**config.mk**
```make
export PLATFORM = sky130hd
export DESIGN_NAME = dpram_fifo_ctrl_flat
export DESIGN_NICKNAME = d
export VERILOG_FILES = /design/src/rtl/dpram_pkg.sv /design/src/rtl/dpram_fifo_ctrl_if.sv /design/src/rtl/dpram_fifo_ptr.sv /design/src/rtl/dpram_fifo_ctrl.sv /design/src/flat_wrapper.sv
export SDC_FILE = /design/constraint.sdc
export NUM_CORES = 1
export LEC_CHECK = 0
export BUFFER_PORTS_ARGS = -buffer_cell sky130_fd_sc_hd__buf_2
export CAP_MARGIN = 20
export CORE_UTILIZATION = 26
export DETAILED_ROUTE_END_ITERATION = 8
export HOLD_SLACK_MARGIN = 0.1
export PLACE_DENSITY = 0.65
export SLEW_MARGIN = 0
export SYNTH_ARGS = -nofsm -noshare
export SYNTH_HDL_FRONTEND = slang
export SYNTH_SLANG_ARGS = --single-unit
```
**constraint.sdc**
```tcl
create_clock -name CLK -period 3.05 [get_ports CLK]
set_input_delay 0.4575 -clock CLK [delete_from_list [all_inputs] [get_ports CLK]]
set_output_delay 0.4575 -clock CLK [all_outputs]
set_load 0.02 [all_outputs]
```
**src/rtl/dpram_pkg.sv**
```systemverilog
// Shared constants and types for the FIFO controller and its dual-port RAM.
// ADDR_W : RAM address width (5 bits -> 32 words)
// DATA_W : word width (32 bits)
// DEPTH  : number of words in the RAM
package dpram_pkg;

    localparam int ADDR_W = 5;
    localparam int DATA_W = 32;
    localparam int DEPTH  = 2 ** ADDR_W;

    typedef logic [ADDR_W-1:0] addr_t;
    typedef logic [DATA_W-1:0] word_t;
    // One bit wider than the address so that a completely full FIFO (32) is representable.
    typedef logic [ADDR_W:0]   cnt_t;

endpackage

```
**src/rtl/dpram_fifo_ctrl_if.sv**
```systemverilog
// Push/pop request interface of the FIFO controller.
// Requests : PUSH, WDATA, POP
// Responses: RDATA, RVALID (read return), FULL, EMPTY, AFULL, COUNT (status),
//            OVF, UDF (one-cycle rejection pulses)
// slave  modport: the controller side
// master modport: the requester side
interface dpram_fifo_ctrl_if;
    import dpram_pkg::*;

    logic  PUSH;
    word_t WDATA;
    logic  POP;
    word_t RDATA;
    logic  RVALID;
    logic  FULL;
    logic  EMPTY;
    logic  AFULL;
    cnt_t  COUNT;
    logic  OVF;
    logic  UDF;

    modport slave (
        input  PUSH, WDATA, POP,
        output RDATA, RVALID, FULL, EMPTY, AFULL, COUNT, OVF, UDF
    );

    modport master (
        output PUSH, WDATA, POP,
        input  RDATA, RVALID, FULL, EMPTY, AFULL, COUNT, OVF, UDF
    );

endinterface

```
**src/rtl/dpram_fifo_ptr.sv**
```systemverilog
// Pointer, occupancy and flag logic of the FIFO controller.
// clk, rst             : clock, asynchronous active-high reset
// push_i, pop_i        : raw requests
// push_ok_o, pop_ok_o  : accepted requests (combinational from registered state)
// wr_ptr_o, rd_ptr_o   : RAM write / read pointers
// count_o              : occupancy 0..DEPTH
// full_o, empty_o, afull_o : flags decoded from the registered count
// ovf_o, udf_o         : registered one-cycle pulses for rejected push / pop
module dpram_fifo_ptr
    import dpram_pkg::*;
#(
    parameter int AFULL_TH = 28
) (
    input  logic  clk,
    input  logic  rst,
    input  logic  push_i,
    input  logic  pop_i,
    output logic  push_ok_o,
    output logic  pop_ok_o,
    output addr_t wr_ptr_o,
    output addr_t rd_ptr_o,
    output cnt_t  count_o,
    output logic  full_o,
    output logic  empty_o,
    output logic  afull_o,
    output logic  ovf_o,
    output logic  udf_o
);

    localparam cnt_t FULL_CNT  = cnt_t'(DEPTH);
    localparam cnt_t AFULL_CNT = cnt_t'(AFULL_TH);

    addr_t wr_ptr_q, wr_ptr_d;
    addr_t rd_ptr_q, rd_ptr_d;
    cnt_t  count_q, count_d;
    logic  ovf_q, ovf_d;
    logic  udf_q, udf_d;

    logic  full;
    logic  empty;
    logic  push_ok;
    logic  pop_ok;

    assign full  = (count_q == FULL_CNT);
    assign empty = (count_q == '0);

    // Requests are masked while reset is held so the RAM sees idle controls.
    assign push_ok = push_i & ~full & ~rst;
    assign pop_ok  = pop_i & ~empty & ~rst;

    always_comb begin
        wr_ptr_d = wr_ptr_q;
        rd_ptr_d = rd_ptr_q;
        count_d  = count_q;
        ovf_d    = push_i & full;
        udf_d    = pop_i & empty;

        // Pointers wrap 31 -> 0 through natural overflow of addr_t.
        if (push_ok) begin
            wr_ptr_d = wr_ptr_q + addr_t'(1);
        end
        if (pop_ok) begin
            rd_ptr_d = rd_ptr_q + addr_t'(1);
        end

        case ({push_ok, pop_ok})
            2'b10:   count_d = count_q + cnt_t'(1);
            2'b01:   count_d = count_q - cnt_t'(1);
            default: count_d = count_q;
        endcase
    end

    always_ff @(posedge clk or posedge rst) begin
        if (rst) begin
            wr_ptr_q <= '0;
            rd_ptr_q <= '0;
            count_q  <= '0;
            ovf_q    <= 1'b0;
            udf_q    <= 1'b0;
        end else begin
            wr_ptr_q <= wr_ptr_d;
            rd_ptr_q <= rd_ptr_d;
            count_q  <= count_d;
            ovf_q    <= ovf_d;
            udf_q    <= udf_d;
        end
    end

    assign push_ok_o = push_ok;
    assign pop_ok_o  = pop_ok;
    assign wr_ptr_o  = wr_ptr_q;
    assign rd_ptr_o  = rd_ptr_q;
    assign count_o   = count_q;
    assign full_o    = full;
    assign empty_o   = empty;
    assign afull_o   = (count_q >= AFULL_CNT);
    assign ovf_o     = ovf_q;
    assign udf_o     = udf_q;

endmodule

```
**src/rtl/dpram_fifo_ctrl.sv**
```systemverilog
// FIFO controller driving a 32x32 dual-port RAM (port 1 write-only,
// port 2 read-only, active-low controls).
// CLK, RST          : clock (also the RAM port clocks), asynchronous active-high reset
// fifo              : push/pop request interface (slave side)
// A1, I1            : RAM port-1 address (write pointer) and data
// WEB1, CSB1, OEB1  : RAM port-1 controls
// A2                : RAM port-2 address (read pointer)
// WEB2, CSB2, OEB2  : RAM port-2 controls
// O2                : RAM port-2 read data
module dpram_fifo_ctrl
    import dpram_pkg::*;
#(
    parameter int AFULL_TH = 28
) (
    input  logic                     CLK,
    input  logic                     RST,
    dpram_fifo_ctrl_if.slave         fifo,
    output addr_t                    A1,
    output word_t                    I1,
    output logic                     WEB1,
    output logic                     CSB1,
    output logic                     OEB1,
    output addr_t                    A2,
    output logic                     WEB2,
    output logic                     CSB2,
    output logic                     OEB2,
    input  word_t                    O2
);

    logic  push_ok;
    logic  pop_ok;
    addr_t wr_ptr;
    addr_t rd_ptr;
    cnt_t  count;
    logic  full;
    logic  empty;
    logic  afull;
    logic  ovf;
    logic  udf;
    logic  rvalid_q, rvalid_d;

    dpram_fifo_ptr #(
        .AFULL_TH (AFULL_TH)
    ) u_ptr (
        .clk       (CLK),
        .rst       (RST),
        .push_i    (fifo.PUSH),
        .pop_i     (fifo.POP),
        .push_ok_o (push_ok),
        .pop_ok_o  (pop_ok),
        .wr_ptr_o  (wr_ptr),
        .rd_ptr_o  (rd_ptr),
        .count_o   (count),
        .full_o    (full),
        .empty_o   (empty),
        .afull_o   (afull),
        .ovf_o     (ovf),
        .udf_o     (udf)
    );

    // RAM controls are combinational from the current pointers and requests;
    // the RAM samples them on the same edge that advances the pointers.
    assign A1   = wr_ptr;
    assign I1   = fifo.WDATA;
    assign CSB1 = ~push_ok;
    assign WEB1 = ~push_ok;
    assign OEB1 = 1'b1;

    assign A2   = rd_ptr;
    assign CSB2 = ~pop_ok;
    assign WEB2 = 1'b1;
    // RAM output is only enabled in the cycle its read data is returned.
    assign OEB2 = ~rvalid_q;

    // Read data appears one cycle after the accepted pop.
    assign rvalid_d = pop_ok;

    always_ff @(posedge CLK or posedge RST) begin
        if (RST) begin
            rvalid_q <= 1'b0;
        end else begin
            rvalid_q <= rvalid_d;
        end
    end

    assign fifo.RVALID = rvalid_q;
    assign fifo.RDATA  = rvalid_q ? O2 : '0;
    assign fifo.COUNT  = count;
    assign fifo.FULL   = full;
    assign fifo.EMPTY  = empty;
    assign fifo.AFULL  = afull;
    assign fifo.OVF    = ovf;
    assign fifo.UDF    = udf;

endmodule

```
**src/flat_wrapper.sv**
```systemverilog
// flat-port wrapper written by rule: the top's interface ports become plain ports
module dpram_fifo_ctrl_flat import dpram_pkg::*;
#(
    parameter int AFULL_TH = 28
)
  (CLK, RST, A1, I1, WEB1, CSB1, OEB1, A2, WEB2, CSB2, OEB2, O2, fifo_PUSH, fifo_WDATA, fifo_POP, fifo_RDATA, fifo_RVALID, fifo_FULL, fifo_EMPTY, fifo_AFULL, fifo_COUNT, fifo_OVF, fifo_UDF);
  dpram_fifo_ctrl_if fifo_i ();
  input  logic CLK;
  input  logic RST;
  output addr_t A1;
  output word_t I1;
  output logic WEB1;
  output logic CSB1;
  output logic OEB1;
  output addr_t A2;
  output logic WEB2;
  output logic CSB2;
  output logic OEB2;
  input  word_t O2;
  input wire logic [$bits(fifo_i.PUSH)-1:0] fifo_PUSH;
  input wire logic [$bits(fifo_i.WDATA)-1:0] fifo_WDATA;
  input wire logic [$bits(fifo_i.POP)-1:0] fifo_POP;
  output wire logic [$bits(fifo_i.RDATA)-1:0] fifo_RDATA;
  output wire logic [$bits(fifo_i.RVALID)-1:0] fifo_RVALID;
  output wire logic [$bits(fifo_i.FULL)-1:0] fifo_FULL;
  output wire logic [$bits(fifo_i.EMPTY)-1:0] fifo_EMPTY;
  output wire logic [$bits(fifo_i.AFULL)-1:0] fifo_AFULL;
  output wire logic [$bits(fifo_i.COUNT)-1:0] fifo_COUNT;
  output wire logic [$bits(fifo_i.OVF)-1:0] fifo_OVF;
  output wire logic [$bits(fifo_i.UDF)-1:0] fifo_UDF;
  assign fifo_i.PUSH = fifo_PUSH;
  assign fifo_i.WDATA = fifo_WDATA;
  assign fifo_i.POP = fifo_POP;
  assign fifo_RDATA = fifo_i.RDATA;
  assign fifo_RVALID = fifo_i.RVALID;
  assign fifo_FULL = fifo_i.FULL;
  assign fifo_EMPTY = fifo_i.EMPTY;
  assign fifo_AFULL = fifo_i.AFULL;
  assign fifo_COUNT = fifo_i.COUNT;
  assign fifo_OVF = fifo_i.OVF;
  assign fifo_UDF = fifo_i.UDF;
  dpram_fifo_ctrl #(.AFULL_TH(AFULL_TH)) u_core (.CLK(CLK), .RST(RST), .fifo(fifo_i), .A1(A1), .I1(I1), .WEB1(WEB1), .CSB1(CSB1), .OEB1(OEB1), .A2(A2), .WEB2(WEB2), .CSB2(CSB2), .OEB2(OEB2), .O2(O2));
endmodule
```
==> results of run 1 <==
[flip-flops by register name, indices dropped and copies added (netlist names)]
name,cells
u_core.u_ptr.count_o,6
u_core.u_ptr.rd_ptr_o,5
u_core.u_ptr.wr_ptr_o,5
u_core.fifo.RVALID,1
u_core.u_ptr.ovf_o,1
u_core.u_ptr.udf_o,1
[what timing repair did]
action / in CTS / in global routing
gates resized for setup: 0 / 2
endpoints found under the setup margin: 0 / 1
setup buffers: 0 / 2
[path summary, 6_finish.rpt]
kind	startpoint	endpoint	cells after the start
worst max register to register	u_core.u_ptr.count_o[3]	u_core.u_ptr.count_o[5]	9
worst min-delay path	RST	u_core.u_ptr.count_o[4]	3
worst min register to register	u_core.u_ptr.rd_ptr_o[4]	u_core.u_ptr.rd_ptr_o[4]	1
min in group CLK	fifo_PUSH	u_core.u_ptr.ovf_o	3
max in group asynchronous	RST	u_core.u_ptr.wr_ptr_o[1]	3
worst max-delay path	u_core.u_ptr.count_o[3]	u_core.u_ptr.count_o[5]	9
[critical path, cell delays in order, from the launching register on]
cell	delay [ns]
sky130_fd_sc_hd__dfrtp_1	0.43
sky130_fd_sc_hd__or4_4	0.58
sky130_fd_sc_hd__o311a_2	0.36
sky130_fd_sc_hd__inv_1	0.12
sky130_fd_sc_hd__ha_4	0.20
sky130_fd_sc_hd__ha_1	0.28
sky130_fd_sc_hd__o211ai_1	0.35
sky130_fd_sc_hd__or3b_2	0.18
sky130_fd_sc_hd__nand4_1	0.10
sky130_fd_sc_hd__a221oi_2	0.18
[where the power goes]
group	switching, mW	internal, mW
sequential	0.143	0.362
clock	0.0861	0.0921
combinational	0.497	0.365
[placed cells by master, fill, tap and decap left out, types with 2 or more instances in the layout]
cell	instances
sky130_fd_sc_hd__inv_1	10
sky130_fd_sc_hd__o2111ai_1	2
sky130_fd_sc_hd__clkbuf_8	3
sky130_fd_sc_hd__nor3b_1	2
sky130_fd_sc_hd__xor2_1	4
sky130_fd_sc_hd__nor2b_1	3
sky130_fd_sc_hd__and2_1	33
sky130_fd_sc_hd__buf_2	93
sky130_fd_sc_hd__mux2_4	2
sky130_fd_sc_hd__nand2_1	6
sky130_fd_sc_hd__dfrtp_1	19
sky130_fd_sc_hd__conb_1	2
sky130_fd_sc_hd__o21ai_0	3
sky130_fd_sc_hd__nor3_1	2
sky130_fd_sc_hd__a21oi_1	2
sky130_fd_sc_hd__buf_4	6
sky130_fd_sc_hd__xnor2_1	7
sky130_fd_sc_hd__nand4_1	5
sky130_fd_sc_hd__ha_1	6
[area by class of cell]
type / instances / area [µm²] / share of cell area [%]
multi-input combinational: 96 / 732 / 38.6
timing repair buffer: 99 / 510 / 26.9
sequential: 19 / 475 / 25.1
tap: 72 / 90.1 / 4.76
clock buffer: 3 / 41.3 / 2.18
inverter: 10 / 37.5 / 1.98
clock inverter: 1 / 7.51 / 0.396
[layer usage]
layer	up-vias	routed length (µm)	GRT usage (%)	share of wire, %
met4	0	26	3.15	0.54
met5	-	0	0	0
met3	3	507	4.07	10
met2	89	2170	22.9	45
met1	620	2130	19.9	44
li1	634	-	-	-
[through the flow]
stage | instance area (µm²) | TNS (ns) | std cells | hold WS [ns] | setup WS, ns
global placement | 1810 | 0 | 294 | 0.459 | 0.241
finish | 1890 | 0 | 300 | 0.303 | 0.146
floorplan | 1520 | 0 | 165 | 0.426 | 0.0210
CTS | 1860 | 0 | 298 | 0.315 | 0.0942
global route | 1890 | -0.0395 | 300 | 0.358 | -0.0395
detailed placement | 1810 | 0 | 294 | 0.476 | 0.120
[cells by family (layout without fill, tap and decap cells)]
family,count (synthesis),after routing
AND/OR/NAND/NOR,56,56
buffers and inverters,50,113
flip-flops,19,19
AO/OA/AOI/OAI,16,16
XOR/XNOR,11,11
adder cells (fa/ha/maj),8,8
multiplexers,3,3
other,1,2
==> results.sh, run 1 <==
export IMPL_yosysMostFrequentCell="sky130_fd_sc_hd__buf_4"
export IMPL_clock_buffers_created_by_tritoncts=3
export IMPL_detailedPlacementHpwl_um=4000
export IMPL_synthDominantAreaCellType="sky130_fd_sc_hd__dfrtp_1"
export IMPL_clock_pin_transition_on_the_worst_setup_and_hold_timing_paths_ns=0.08
export IMPL_grt_start_max_net_pins=35
export IMPL_hp_class="in -> async"
export IMPL_grt_pass1_vias=1300
export IMPL_route_antenna_remaining_nets=0
export IMPL_wl_um=4840
export IMPL_synth_compound_area_share_pct=7.81
export IMPL_wire_per_inst_um=16.1
export IMPL_seq_area_frac_synth_pct=31.6
export IMPL_post_synth_inst_count=164
export IMPL_postCtsHoldBufs=0
export IMPL_n_fill_cell=598
export IMPL_first_pass_grt_wire_length_um=7060
export IMPL_final_max_slew_violation_count=0
export IMPL_synth_simple_area_share_pct=22.5
export IMPL_power_per_cell_area_nw_per_um2=816
export IMPL_power_mw=1.54
export IMPL_setup_crit_end_kind="register"
export IMPL_largest_family_of_logic_cells_by_synthesized_area="simple AND/OR/NAND/NOR gates"
export IMPL_final_net_count=305
export IMPL_setup_crit_path_kind="reg -> reg"
export IMPL_grt_overflow_total=0
export IMPL_cts_max_level=1
export IMPL_fin_clk_skew_ns=0.0102
export IMPL_clock_fmax_mhz=344
export IMPL_vias_per_cell=4.49
export IMPL_ys_ff_latch=19
export IMPL_avgSynthCellArea_um2=9.19
export IMPL_port_buffer_count=93
export IMPL_mux_cell_area_share_after_synthesis_pct=2.66
export IMPL_post_route_period_util_pct=95.2
export IMPL_power_static_leakage_nw=1.04
export IMPL_flip_flop_cell_with_the_highest_count_after_synthesis="sky130_fd_sc_hd__dfrtp_1"
export IMPL_dieHeight_um=78.1
export IMPL_result_of_the_run="finished clean"
export IMPL_die_area_um2=6100
export IMPL_clockBufferDepth=2
export IMPL_antennaDiodeCount=0
export IMPL_insertion_delay_ns=0.26
export IMPL_clock_sink_count=19
export IMPL_maxCapViolations=0
export IMPL_path_max_fanout=8
export IMPL_worst_slew_pin_slew_ns=0.707
export IMPL_flow_area_growth_from_synthesis_pct=25.7
export IMPL_gr_usage_all_layers_pct=14.6
export IMPL_async_flop_share_pct=100
export IMPL_timing_critical_path_from_type="register"
export IMPL_synth_area_top_cells="sky130_fd_sc_hd__dfrtp_1, sky130_fd_sc_hd__buf_4, sky130_fd_sc_hd__and2_1"
export IMPL_worst_vdd_rail_ir_drop_v=0.000416
export IMPL_synth_enable_flop_cells=0
export IMPL_cts_tree="built"
export IMPL_floorplan_rows=27
export IMPL_cp_required_ns=3.21
export IMPL_layout_core_utilization_pct=34.2
export IMPL_syn_cell_area_um2=1510
export IMPL_setup_violations_final=0
export IMPL_rel_slew_slack_pct=52.9
export IMPL_r2r_slack_ns=0.15
export IMPL_starting_density_of_the_core_pct=27.2
export IMPL_drc=0
export IMPL_fraction_of_layout_cells_with_a_size_suffix_above_1_pct=48.7
export IMPL_via_count=1346
export IMPL_synth_xor_area_share_pct=6.40
export IMPL_yosys_area_share_adder_pct=7.14
export IMPL_antenna_found_initial=0
export IMPL_fp_coreArea_um2=5540
export IMPL_hold_viol_final=0
export IMPL_worstPathArrival_ns=3.07
export IMPL_post_synth_top_area_fraction_pct=31.6
export IMPL_drt_pass1_iterations=4
export IMPL_io_pins=160
export IMPL_finalCriticalPeriod_ns=2.90
export IMPL_synth_top_cells_by_count="sky130_fd_sc_hd__buf_4, sky130_fd_sc_hd__and2_1, sky130_fd_sc_hd__dfrtp_1"
export IMPL_cts_root_buf="sky130_fd_sc_hd__clkbuf_8"
export IMPL_violation_count_after_the_first_detailed_routing_iteration=50
export IMPL_gpl_final_weighted_congestion=0.829
export IMPL_synthDistinctLibCells=35
export IMPL_die_w_um=78.1
export IMPL_yosys_warnings=0
Note: power is estimated with default switching activity, not from simulation.
==> run 2: changes to the inputs <==
--- a/config.mk
+++ b/config.mk
@@ -11,6 +11,8 @@
 export DETAILED_ROUTE_END_ITERATION = 8
 export HOLD_SLACK_MARGIN = 0.1
 export PLACE_DENSITY = 0.65
+export RECOVER_POWER = 50
+export SETUP_SLACK_MARGIN = 0.05
 export SLEW_MARGIN = 0
 export SYNTH_ARGS = -nofsm -noshare
 export SYNTH_HDL_FRONTEND = slang
==> run 2 against run 1 <==
Count of clock-buffer cells in the layout stayed put. Fmax rose by 1.9%. Largest cell class unchanged. Flip-flop and latch count did not move. Non-clock buffer count down 2. Via count increased by 1.3%. Clock skew down 0.0079 ns. Final cell count shrank 0.67%. Sequential share of layout area grew 0.32 points. Die area stayed put. Final area is 1.3% lower. Sequential power is 1% higher.
==> results.sh, run 2 (synthesized netlist as in run 1, its figures left out) <==
export IMPL_floorplan_rows=27
export IMPL_gr_usage_all_layers_pct=14.2
export IMPL_clock_buffers_created_by_tritoncts=3
export IMPL_drt_pass1_iterations=4
export IMPL_clock_sink_count=19
export IMPL_setup_violations_final=0
export IMPL_starting_density_of_the_core_pct=27.2
export IMPL_antenna_found_initial=0
export IMPL_insertion_delay_ns=0.25
export IMPL_detailedPlacementHpwl_um=3860
export IMPL_gpl_final_weighted_congestion=0.787
export IMPL_antennaDiodeCount=0
export IMPL_cts_max_level=1
export IMPL_final_cell_mix="sky130_fd_sc_hd__buf_2, sky130_fd_sc_hd__and2_1, sky130_fd_sc_hd__dfrtp_1"
export IMPL_rsz0062_at_grt="false"
export IMPL_layout_area_seq_um2=475
export IMPL_grt_start_max_net_pins=35
export IMPL_fin_clk_skew_ns=0.00224
export IMPL_clock_pin_transition_on_the_worst_setup_and_hold_timing_paths_ns=0.07
export IMPL_grt_pass1_vias=1236
export IMPL_largest_register_ffs=6
export IMPL_setup_crit_path_kind="reg -> reg"
export IMPL_worst_vdd_rail_ir_drop_v=0.000389
export IMPL_hp_class="in -> reg"
export IMPL_result_of_the_run="finished clean"
export IMPL_final_net_count=303
export IMPL_route_antenna_remaining_nets=0
export IMPL_fraction_of_layout_cells_with_a_size_suffix_above_1_pct=42.5
export IMPL_grt_overflow_total=0
export IMPL_hold_viol_final=0
export IMPL_power_per_cell_area_nw_per_um2=813
export IMPL_layout_core_utilization_pct=33.8
export IMPL_timing_critical_path_from_type="register"
export IMPL_worst_slew_pin_slew_ns=1.02
export IMPL_fin_tns_setup_ns=0
export IMPL_cp_required_ns=3.21
export IMPL_fp_coreArea_um2=5540
export IMPL_most_common_cell_after_layout_fill_and_taps_aside="sky130_fd_sc_hd__buf_2"
export IMPL_multiInputGateArea_um2=746
export IMPL_worstPathArrival_ns=3.01
export IMPL_post_route_period_util_pct=93.4
export IMPL_first_pass_grt_wire_length_um=6610
export IMPL_rel_slew_slack_pct=31.7
export IMPL_io_pins=160
export IMPL_final_max_slew_violation_count=0
export IMPL_power_static_leakage_nw=0.991
export IMPL_preCtsSetupSlack_ns=0.110
export IMPL_final_hold_worst_slack_ns=0.455
export IMPL_clock_fmax_mhz=351
export IMPL_finalCriticalPeriod_ns=2.85
export IMPL_clockBufferDepth=2
export IMPL_setup_crit_end_kind="register"
export IMPL_violation_count_after_the_first_detailed_routing_iteration=42
export IMPL_wl_um=4710
export IMPL_port_buffer_count=93
export IMPL_wire_per_inst_um=15.8
export IMPL_drc=0
export IMPL_cts_tree="built"
export IMPL_final_critical_path_setup_slack_ns=0.200
export IMPL_path_max_fanout=8
export IMPL_vias_per_cell=4.57
export IMPL_die_area_um2=6100
export IMPL_die_w_um=78.1
export IMPL_cts_root_buf="sky130_fd_sc_hd__clkbuf_8"
export IMPL_n_fill_cell=604
export IMPL_dieHeight_um=78.1
export IMPL_maxCapViolations=0
export IMPL_via_count=1363
export IMPL_flow_area_growth_from_synthesis_pct=24.2
run 2: final cells by class:
type	count	area share, %
tap	72	4.82
inverter	10	2.01
clock buffer	3	2.21
multi-input combinational	96	39.9
sequential	19	25.4
clock inverter	1	0.268
timing repair buffer	97	25.4
run 2: worst paths after layout:
path	slack (ns)	startpoint	endpoint	cells after the start
worst max register to register	0.20	u_core.u_ptr.count_o[3]	u_core.u_ptr.count_o[5]	9
worst min-delay path	0.46	fifo_POP	u_core.u_ptr.udf_o	2
worst max-delay path	0.20	u_core.u_ptr.count_o[3]	u_core.u_ptr.count_o[5]	9
max in group asynchronous	1.83	RST	u_core.u_ptr.wr_ptr_o[1]	3
min in group asynchronous	0.61	RST	u_core.u_ptr.count_o[2]	3
worst min register to register	0.48	u_core.u_ptr.rd_ptr_o[4]	u_core.u_ptr.rd_ptr_o[4]	1
run 2: metal layers:
metal / global-route usage, % / part of all wire [%]
met1: 17.8 / 42
met5: 0 / 0
met3: 3.49 / 10
met4: 5.56 / 1.2
met2: 23.2 / 46
run 2: what timing repair did:
action,in CTS,in global routing
resized for setup,0,4
setup endpoints to repair,0,2
buffers inserted,0,1
hold buffers,0,0
run 2: power by group:
part / internal, mW / leakage (nW) / switching (mW)
Sequential: 0.362 / 0.235 / 0.149
Combinational: 0.344 / 0.730 / 0.493
Clock: 0.0907 / 0.0255 / 0.0824
Total: 0.797 / 0.991 / 0.724
run 2: critical path, cell delays in order (launching register included):
cell                        delay [ns]
sky130_fd_sc_hd__dfrtp_1          0.43
sky130_fd_sc_hd__or4_4            0.60
sky130_fd_sc_hd__o311a_1          0.37
sky130_fd_sc_hd__ha_4             0.21
sky130_fd_sc_hd__ha_2             0.36
sky130_fd_sc_hd__o211ai_1         0.13
sky130_fd_sc_hd__buf_4            0.16
sky130_fd_sc_hd__o2111ai_1        0.18
sky130_fd_sc_hd__nand4_1          0.11
sky130_fd_sc_hd__a221oi_1         0.20
run 2: stage by stage:
step / power [mW] / cells / cell area [µm²]
2_1_floorplan: 1.11 / 165 / 1520
3_3_place_gp: 1.32 / 293 / 1810
3_5_place_dp: 1.34 / 293 / 1810
4_1_cts: 1.52 / 297 / 1850
5_1_grt: 1.63 / 298 / 1870
6_report: 1.52 / 298 / 1870
==> run 3: changes to the inputs <==
--- a/config.mk
+++ b/config.mk
@@ -7,10 +7,13 @@
 export LEC_CHECK = 0
 export BUFFER_PORTS_ARGS = -buffer_cell sky130_fd_sc_hd__buf_2
 export CAP_MARGIN = 20
-export CORE_UTILIZATION = 26
+export CELL_PAD_IN_SITES_DETAIL_PLACEMENT = 0
+export CELL_PAD_IN_SITES_GLOBAL_PLACEMENT = 2
+export CORE_UTILIZATION = 17
 export DETAILED_ROUTE_END_ITERATION = 8
 export HOLD_SLACK_MARGIN = 0.1
-export PLACE_DENSITY = 0.65
+export MAX_ROUTING_LAYER = met4
+export PLACE_DENSITY_LB_ADDON = 0.1
 export RECOVER_POWER = 50
 export SETUP_SLACK_MARGIN = 0.05
 export SLEW_MARGIN = 0
==> constraint.sdc (replaced) <==
create_clock -name CLK -period 2.8 [get_ports CLK]
set_input_delay 0.42 -clock CLK [delete_from_list [all_inputs] [get_ports CLK]]
set_output_delay 0.42 -clock CLK [all_outputs]
set_load 0.02 [all_outputs]
==> run 3 against run 2 <==
Final cell count rose by 15%. Routed wire length increased by 0.85%. Clock power grew 12%. Highest routed layer unchanged. Largest power group unchanged. Largest cell class unchanged.
==> results.sh, run 3 (synthesized netlist as in run 1, its figures left out) <==
export IMPL_fraction_of_layout_cells_with_a_size_suffix_above_1_pct=50.6
export IMPL_drt_pass1_iterations=4
export IMPL_clock_buffers_created_by_tritoncts=3
export IMPL_vias_per_cell=3.96
export IMPL_io_pins=160
export IMPL_most_common_cell_after_layout_fill_and_taps_aside="sky130_fd_sc_hd__buf_2"
export IMPL_port_buffer_count=93
export IMPL_final_cell_mix="sky130_fd_sc_hd__buf_2, sky130_fd_sc_hd__and2_1, sky130_fd_sc_hd__buf_4, sky130_fd_sc_hd__dfrtp_1, sky130_fd_sc_hd__clkbuf_1"
export IMPL_worst_slew_pin_slew_ns=1.08
export IMPL_worstPathArrival_ns=2.87
export IMPL_post_route_period_util_pct=97.5
export IMPL_gr_usage_all_layers_pct=9.62
export IMPL_final_instance_count_excl_fill=344
export IMPL_clock_sink_count=19
export IMPL_rel_slew_slack_pct=28.3
export IMPL_maxCapViolations=0
export IMPL_setup_violations_final=0
export IMPL_grt_start_max_net_pins=35
export IMPL_final_max_slew_violation_count=0
export IMPL_clock_pin_transition_on_the_worst_setup_and_hold_timing_paths_ns=0.08
export IMPL_fin_clk_skew_ns=0.00426
export IMPL_result_of_the_run="finished clean"
export IMPL_placed_area_um2=2020
export IMPL_via_count=1361
export IMPL_largest_register_ffs=6
export IMPL_cp_required_ns=2.94
export IMPL_drc=0
export IMPL_finalCriticalPeriod_ns=2.73
export IMPL_dp_cells=338
export IMPL_flow_area_growth_from_synthesis_pct=39.0
export IMPL_r2r_slack_ns=0.07
export IMPL_hp_class="in -> reg"
export IMPL_cts_tree="built"
export IMPL_worst_vdd_rail_ir_drop_v=0.000386
export IMPL_clock_fmax_mhz=366
export IMPL_antenna_found_initial=0
export IMPL_insertion_delay_ns=0.25
export IMPL_power_static_leakage_nw=1.06
export IMPL_finish_instance_area_um2=2090
export IMPL_detailedPlacementHpwl_um=3880
export IMPL_final_critical_path_setup_slack_ns=0.0693
export IMPL_wl_um=4750
export IMPL_fp_coreArea_um2=8380
export IMPL_clockBufferDepth=2
export IMPL_power_mw=1.86
export IMPL_dieHeight_um=96.1
export IMPL_antennaDiodeCount=0
export IMPL_die_area_um2=9240
export IMPL_route_antenna_remaining_nets=0
export IMPL_timing_critical_path_from_type="register"
export IMPL_rsz0062_at_grt="true"
export IMPL_grt_overflow_total=0
export IMPL_setup_crit_path_kind="reg -> reg"
export IMPL_cts_root_buf="sky130_fd_sc_hd__clkbuf_8"
export IMPL_violation_count_after_the_first_detailed_routing_iteration=31
export IMPL_floorplan_rows=33
export IMPL_path_max_fanout=8
export IMPL_wire_per_inst_um=13.8
export IMPL_cts_max_level=1
export IMPL_setup_crit_end_kind="register"
export IMPL_die_w_um=96.1
export IMPL_first_pass_grt_wire_length_um=6450
export IMPL_starting_density_of_the_core_pct=18.0
export IMPL_gpl_final_weighted_congestion=0.738
export IMPL_hold_viol_final=0
export IMPL_power_per_cell_area_nw_per_um2=888
export IMPL_layout_core_utilization_pct=25.0
export IMPL_preCtsSetupSlack_ns=0.0429
export IMPL_final_net_count=316
export IMPL_grt_pass1_vias=1199
## run 3: routing by layer
layer / routed length [µm] / vias to the layer above / GRT usage, %
met4: 25 / 0 / 1.62
li1: - / 652 / -
met2: 2200 / 90 / 17.0
met3: 630 / 2 / 3.48
met5: 0 / - / -
met1: 1900 / 617 / 10.4
## run 3: where the power goes
group,switching [mW],internal [mW]
Clock,0.0943,0.0989
Sequential,0.120,0.398
Combinational,0.646,0.503
Total,0.861,0.999
## run 3: area by class of cell
class | count | area (µm²)
clock buffer | 3 | 41.3
clock inverter | 1 | 5.00
fill | 922 | 6290
inverter | 10 | 42.5
multi-input combinational | 96 | 821
sequential | 19 | 479
tap | 105 | 131
timing repair buffer | 110 | 574
## run 3: worst max-delay path, stage by stage, from the launching register on
cell                       delay (ns)
sky130_fd_sc_hd__dfrtp_2         0.40
sky130_fd_sc_hd__or4_4           0.57
sky130_fd_sc_hd__o311a_4         0.39
sky130_fd_sc_hd__ha_4            0.23
sky130_fd_sc_hd__ha_4            0.29
sky130_fd_sc_hd__o211ai_1        0.09
sky130_fd_sc_hd__buf_4           0.15
sky130_fd_sc_hd__or3b_4          0.36
sky130_fd_sc_hd__nand4_1         0.09
sky130_fd_sc_hd__a221oi_2        0.04
## run 3: path summary, 6_finish.rpt
| path | startpoint | endpoint | depth (start not counted) |
|---|---|---|---|
| worst max register to register | u_core.u_ptr.count_o[3] | u_core.u_ptr.count_o[5] | 9 |
| worst min-delay path | fifo_POP | u_core.u_ptr.udf_o | 2 |
| max in group asynchronous | RST | u_core.u_ptr.count_o[3] | 3 |
| min in group asynchronous | RST | u_core.u_ptr.wr_ptr_o[4] | 3 |
| worst max-delay path | u_core.u_ptr.count_o[3] | u_core.u_ptr.count_o[5] | 9 |
| worst min register to register | u_core.u_ptr.rd_ptr_o[4] | u_core.u_ptr.rd_ptr_o[4] | 1 |
## run 3: timing repair
item / CTS / global route
endpoints found under the setup margin: 2 / 2
buffers inserted: 0 / 2
hold buffers: 0 / 0
gates resized for setup: 1 / 6
pin swaps: 2 / 6
cloned: 0 / 0
## run 3: through the flow
stage               setup TNS [ns]  hold WS [ns]
floorplan                        0         0.396
global placement                 0         0.457
detailed placement               0         0.461
CTS                              0         0.291
global route               -0.0669         0.411
finish                           0         0.398
